[src/rtl/lsu_dmem_ctrl.sv]
// lsu_dmem_ctrl: RV32I load/store front-end for a single-port word RAM with
// asynchronous read and synchronous write. Sub-word stores are done as a
// read-merge-write sequence through a merge register.
// Optional macro LSU_MISALIGN_TRAP_EN: a misaligned access skips the RAM and
// completes at once with MISALIGNED = 1. Without it MISALIGNED is tied low and
// the low address bits are forced to natural alignment.
module lsu_dmem_ctrl #(
    parameter int ADDRESS_SIZE = 1024
) (
    input  logic                            CLK,
    input  logic                            RESET,
    input  logic                            REQ_VALID,
    input  logic                            REQ_WRITE,
    input  logic [2:0]                      REQ_FUNCT3,
    input  logic [31:0]                     REQ_ADDR,
    input  logic [31:0]                     REQ_WDATA,
    output logic                            REQ_READY,
    output logic                            RESP_VALID,
    output logic [31:0]                     RESP_RDATA,
    output logic                            MISALIGNED,
    output logic                            STALL,
    output logic [$clog2(ADDRESS_SIZE)-1:0] MEM_ADDRESS,
    output logic                            MEM_WRITE,
    output logic [31:0]                     MEM_WRITE_DATA,
    input  logic [31:0]                     MEM_READ_DATA
);

    localparam int AW = $clog2(ADDRESS_SIZE);

    typedef enum logic [1:0] {IDLE, ACCESS, MERGE_WR, DONE} state_t;

    state_t        state_q, state_d;
    logic          write_q, write_d;
    logic [2:0]    funct3_q, funct3_d;
    logic [AW+1:0] addr_q, addr_d;
    logic [31:0]   wdata_q, wdata_d;
    logic [31:0]   merge_q, merge_d;
    logic [31:0]   rdata_q, rdata_d;
    logic          mis_q, mis_d;

    // Address bits above the RAM depth are ignored, so accesses wrap.
    logic unused_addr_hi;
    assign unused_addr_hi = ^REQ_ADDR[31:AW+2];

`ifdef LSU_MISALIGN_TRAP_EN
    // size: 00 byte, 01 halfword, 1x word
    function automatic logic is_misaligned(input logic [1:0] size, input logic [1:0] a);
        case (size)
            2'b00:   return 1'b0;
            2'b01:   return a[0];
            default: return a != 2'b00;
        endcase
    endfunction
`else
    // Clear the low address bits that natural alignment forbids for this size.
    function automatic logic [1:0] align_low(input logic [1:0] size, input logic [1:0] a);
        case (size)
            2'b00:   return a;
            2'b01:   return {a[1], 1'b0};
            default: return 2'b00;
        endcase
    endfunction
`endif

    // Pick the addressed byte/halfword out of the RAM word and extend it.
    function automatic logic [31:0] load_extract(input logic [2:0] f3, input logic [1:0] a,
                                                 input logic [31:0] word);
        logic [7:0]  b;
        logic [15:0] h;
        b = word[{a, 3'b000} +: 8];
        h = word[{a[1], 4'b0000} +: 16];
        case (f3)
            3'b000:  return {{24{b[7]}}, b};
            3'b100:  return {24'h0, b};
            3'b001:  return {{16{h[15]}}, h};
            3'b101:  return {16'h0, h};
            default: return word;
        endcase
    endfunction

    // Replace the addressed byte (is_half = 0) or halfword lane of the RAM word.
    function automatic logic [31:0] store_merge(input logic is_half, input logic [1:0] a,
                                                input logic [31:0] word, input logic [15:0] wd);
        logic [31:0] mask;
        logic [31:0] lane;
        if (is_half) begin
            mask = 32'h0000_FFFF << {a[1], 4'b0000};
            lane = {16'h0, wd} << {a[1], 4'b0000};
        end else begin
            mask = 32'h0000_00FF << {a, 3'b000};
            lane = {24'h0, wd[7:0]} << {a, 3'b000};
        end
        return (word & ~mask) | lane;
    endfunction

    // Next-state and register-update logic of the access sequencer.
    always_comb begin
        state_d  = state_q;
        write_d  = write_q;
        funct3_d = funct3_q;
        addr_d   = addr_q;
        wdata_d  = wdata_q;
        merge_d  = merge_q;
        rdata_d  = rdata_q;
        mis_d    = mis_q;
        case (state_q)
            IDLE: begin
                if (REQ_VALID) begin
                    write_d  = REQ_WRITE;
                    funct3_d = REQ_FUNCT3;
                    wdata_d  = REQ_WDATA;
`ifdef LSU_MISALIGN_TRAP_EN
                    addr_d  = REQ_ADDR[AW+1:0];
                    mis_d   = is_misaligned(REQ_FUNCT3[1:0], REQ_ADDR[1:0]);
                    state_d = mis_d ? DONE : ACCESS;
`else
                    addr_d  = {REQ_ADDR[AW+1:2], align_low(REQ_FUNCT3[1:0], REQ_ADDR[1:0])};
                    mis_d   = 1'b0;
                    state_d = ACCESS;
`endif
                end
            end
            ACCESS: begin
                if (!write_q) begin
                    rdata_d = load_extract(funct3_q, addr_q[1:0], MEM_READ_DATA);
                    state_d = DONE;
                end else if (funct3_q[1]) begin
                    // full-word store is written during this cycle
                    state_d = DONE;
                end else begin
                    merge_d = store_merge(funct3_q[0], addr_q[1:0], MEM_READ_DATA,
                                          wdata_q[15:0]);
                    state_d = MERGE_WR;
                end
            end
            MERGE_WR: state_d = DONE;
            DONE:     state_d = IDLE;
            default:  state_d = IDLE;
        endcase
    end

    // Output decode; RAM writes are suppressed whenever RESET is high.
    always_comb begin
        REQ_READY      = state_q == IDLE;
        STALL          = state_q != IDLE;
        RESP_VALID     = (state_q == DONE) && !RESET;
        MEM_ADDRESS    = addr_q[AW+1:2];
        MEM_WRITE      = 1'b0;
        MEM_WRITE_DATA = 32'h0;
        if (!RESET) begin
            if (state_q == ACCESS && write_q && funct3_q[1]) begin
                MEM_WRITE      = 1'b1;
                MEM_WRITE_DATA = wdata_q;
            end else if (state_q == MERGE_WR) begin
                MEM_WRITE      = 1'b1;
                MEM_WRITE_DATA = merge_q;
            end
        end
        RESP_RDATA = (state_q == DONE && (write_q || mis_q)) ? 32'h0 : rdata_q;
`ifdef LSU_MISALIGN_TRAP_EN
        MISALIGNED = (state_q == DONE) && mis_q && !RESET;
`else
        MISALIGNED = 1'b0;
`endif
    end

    // State and request registers with synchronous clear.
    always_ff @(posedge CLK) begin
        if (RESET) begin
            state_q  <= IDLE;
            write_q  <= 1'b0;
            funct3_q <= 3'b000;
            addr_q   <= '0;
            wdata_q  <= 32'h0;
            merge_q  <= 32'h0;
            rdata_q  <= 32'h0;
            mis_q    <= 1'b0;
        end else begin
            state_q  <= state_d;
            write_q  <= write_d;
            funct3_q <= funct3_d;
            addr_q   <= addr_d;
            wdata_q  <= wdata_d;
            merge_q  <= merge_d;
            rdata_q  <= rdata_d;
            mis_q    <= mis_d;
        end
    end

endmodule
[config.mk]
export PLATFORM = sky130hd
export DESIGN_NAME = lsu_dmem_ctrl
export DESIGN_NICKNAME = d
export VERILOG_FILES = /design/src/rtl/lsu_dmem_ctrl.sv
export SDC_FILE = /design/constraint.sdc
export NUM_CORES = 1
export LEC_CHECK = 0
export BUFFER_PORTS_ARGS = -buffer_cell sky130_fd_sc_hd__buf_4
export CAP_MARGIN = 20
export CORE_ASPECT_RATIO = 0.75
export CORE_MARGIN = 1.5
export CORE_UTILIZATION = 50
export DETAILED_ROUTE_END_ITERATION = 12
export PLACE_DENSITY = 0.79
export SLEW_MARGIN = 20
export SYNTH_ARGS = -nofsm -noshare
export SYNTH_HDL_FRONTEND = slang
export SYNTH_SLANG_ARGS = --single-unit
export TNS_END_PERCENT = 50
[constraint.sdc]
create_clock -name CLK -period 5 [get_ports CLK]
set_clock_uncertainty 0.15 [all_clocks]
set_input_delay 0.5 -clock CLK [delete_from_list [all_inputs] [get_ports CLK]]
set_output_delay 0.5 -clock CLK [all_outputs]
set_load 0.1 [all_outputs]
==> impl_metrics.py <==
metrics = {
    "yosys": {
        "syn_area_sq_um": 5720,
        "syn_inst": 775,
        "synthSimpleGateAreaFrac_pct": 22.7,
        "yosys.cell_types.count": 49,
        "synth-adder-area-share_pct": 1.09,
        "synth_area_leaders": "dfxtp_1 (40%), nand2_1 (13%), a21oi_1 (11%)",
        "seq_area_frac_synth_pct": 39.9,
        "yosysWarnings": 0,
        "syn_avg_cell_area_sq_um": 7.38,
        "synth-xor-area-share_pct": 0,
        "synthFlopType": "dfxtp_1",
        "synth_edf_count": 0,
        "synth_top_family_by_area": "compound AO/OA/AOI/OAI gates",
        "syn_nets": 883,
        "synthArstFlopShare_pct": 0,
        "synthMuxAreaShare_pct": 3.52,
        "ys_seq_elements": 114,
        "synth_top_area_cell": "dfxtp_1",
        "synth_top_area_share_pct": 39.9,
        "synth_compound_area_share_pct": 25.4,
    },
    "clocking": {
        "cts_buffers": 17,
        "path_clk_slew_ps": 60,
        "post-cts-setup-buffer-count": 0,
        "clock_tree.buffer_depth": 2,
        "clock-sinks": 114,
        "cts-root-buf": "clkbuf_16",
        "cts-htree-levels": 4,
        "cts_tree": "built",
        "post_cts_resized": 0,
        "insertion_delay_ps": 410,
        "holdBufCountCts": 0,
    },
    "setup_path": {
        "cp-end-kind": "primary output",
        "r2r_start": "addr_q[0]",
        "cp_common_cell": "buf_4",
        "cp-start-kind": "flip-flop",
        "cpPeakStageDelay_ps": 360,
        "critPathLaunch": "state_q[1]",
        "slowest_stage": "buf_4",
        "path_class": "flip-flop to primary output",
        "cp.arrival_ps": 2790,
        "path_max_fanout": 33,
        "path_cells": "inv_1, ha_1, nand2_1, nor2_2, buf_4, o21ai_2, buf_4, a21oi_1, buf_4",
        "required_ps": 4350,
    },
    "sta": {
        "worst_pin_slew_ps": 825,
        "maxSlewHeadroom_pct": 44.8,
        "period_minus_slack_ps": 3440,
        "maxClockFrequency_mhz": 291,
        "hold_violations": 0,
        "timing.hold.ws_ps": 182,
        "rsz0062_at_grt": "no",
        "period_share_pct": 68.8,
        "setup_tns_ps": 0,
        "setup_violations": 0,
        "drv_slew": 0,
    },
    "drt": {
        "via_per_inst": 5.83,
        "ant_nets": 0,
        "drc_errors": 0,
        "vias": 6084,
        "drt_iter0_drc": 660,
        "wirelength_microns": 18300,
        "wl_per_cell_microns": 17.5,
        "dr.pass1.iters": 6,
    },
    "die": {
        "ios": 182,
        "dieArea_sq_um": 12100,
        "die_y_microns": 95.7,
        "die_w_microns": 127,
        "initial_core_util_pct": 51.9,
        "core_sq_um": 11000,
        "rows": 33,
    },
    "global_route": {
        "grt_pass1_vias": 5621,
        "grt_first_pass_wirelength_microns": 28800,
        "overflow": 0,
        "grt_max_degree": 64,
        "antenna_found_initial": 0,
        "grt_use_total_pct": 30.4,
    },
    "power_and_ir_drop": {
        "p_leak_uw": 0.00313,
        "powerDensity_nw_per_um2": 620,
        "vdd_drop_max_mv": 0.755,
    },
    "worst_hold_path": {
        "hold_path_class": "input pin to flip-flop",
        "hp-start": "REQ_WDATA[15]",
    },
    "run_status": {
        "outcome": "finished, final reports clean",
    },
    "placement": {
        "dp_hpwl_microns": 12300,
        "port_buffers": 160,
        "routabilityCongestion": 0.911,
    },
    "cells_and_area": {
        "diodes": 0,
        "area_delta_synth_final_pct": 30.4,
        "drive_gt1_share_pct": 24.0,
        "final_common_cell": "nand2_1",
        "layout_common_cells": "nand2_1 (195), buf_4 (171), a21oi_1 (126)",
        "fin_nets": 998,
    },
    "flow_run": {
        "max-cap-violations": 0,
    },
}
## cell type report
type	count	area, sq um
repair buffers	171	1280
multi-input cells	570	3040
inverters	16	60.1
clock inverters	10	156
flip-flops and latches	114	2280
fillers	907	3560
clock buffers	22	464
well taps	140	175
## power breakdown
part / switching (uW) / total [uW] / internal (uW)
registers: 133 / 1250 / 1110
logic: 1590 / 2100 / 514
clock network: 417 / 1270 / 857
total: 2140 / 4620 / 2480
## worst max-delay path: cells and delay by family (launching register included)
| kind | cells | cell delay (ps) |
|---|---|---|
| DFF | 1 | 350 |
| AOI/OAI and AO/OA | 2 | 390 |
| buffers and inverters | 4 | 1090 |
| and+or+nand+nor | 2 | 230 |
| adders and majority gates | 1 | 280 |
## per-stage QoR
step	power [uW]	std cells	instance area [sq um]	util [%]	worst slack [ps]
3_5_place_dp	3340	1011	6830	62.0	1860
5_1_grt	4820	1043	7460	67.7	1350
3_3_place_gp	3290	1011	6830	62.0	1960
2_1_floorplan	2900	775	5720	-	1530
4_1_cts	4610	1043	7450	67.6	1610
6_report	4620	1043	7460	67.7	1560
## per-layer routing
metal  vias up  routed length (microns)  part of all wire (%)  track usage (%)
met4         0                      333                   1.8             10.6
li1       2887                        -                     -                -
met3        36                     1700                   9.3             8.14
met2       309                     8190                    45             47.7
met1      2852                     8030                    44             40.5
met5         -                        0                     0                0
## synth_stat cells (2+ instances only)
library cell  count
a21oi_1         126
a221oi_1         12
a22oi_1           7
a311oi_1          8
a31oi_1           8
and2_1           33
and3_1            6
buf_2            12
buf_4            11
buf_6             3
clkbuf_1         48
dfxtp_1         114
ha_1              5
inv_1            14
mux2i_1          19
nand2_1         195
nand2b_1          3
nand3_1           2
nand3b_1          4
nor2_1           27
nor2b_1           4
nor3_1            2
nor3b_1           2
nor4b_1           7
o21ai_0          67
o21ai_1           3
o22ai_1           6
o32ai_1           6
## final timing paths
check / end / slack (ps) / cells after the start
min: wdata_q[15] / 180 / 3
max reg2reg: rdata_q[1] / 2520 / 4
max: MEM_WRITE_DATA[7] / 1560 / 9
min reg2reg: addr_q[10] / 300 / 2
## registers in the layout (all words and copies together) (netlist names)
signal	count
write_q	1
funct3_q	3
rdata_q	32
addr_q	12
merge_q	32
state_q	2
wdata_q	32
## cells by family after synthesis
family | after synthesis
adder cells (fa/ha/maj) | 5
multiplexers | 20
other | 1
AND/OR/NAND/NOR | 291
buffers and inverters | 91
AO/OA/AOI/OAI | 253
flip-flops | 114
No activity file was read; power rests on OpenSTA's default activity.
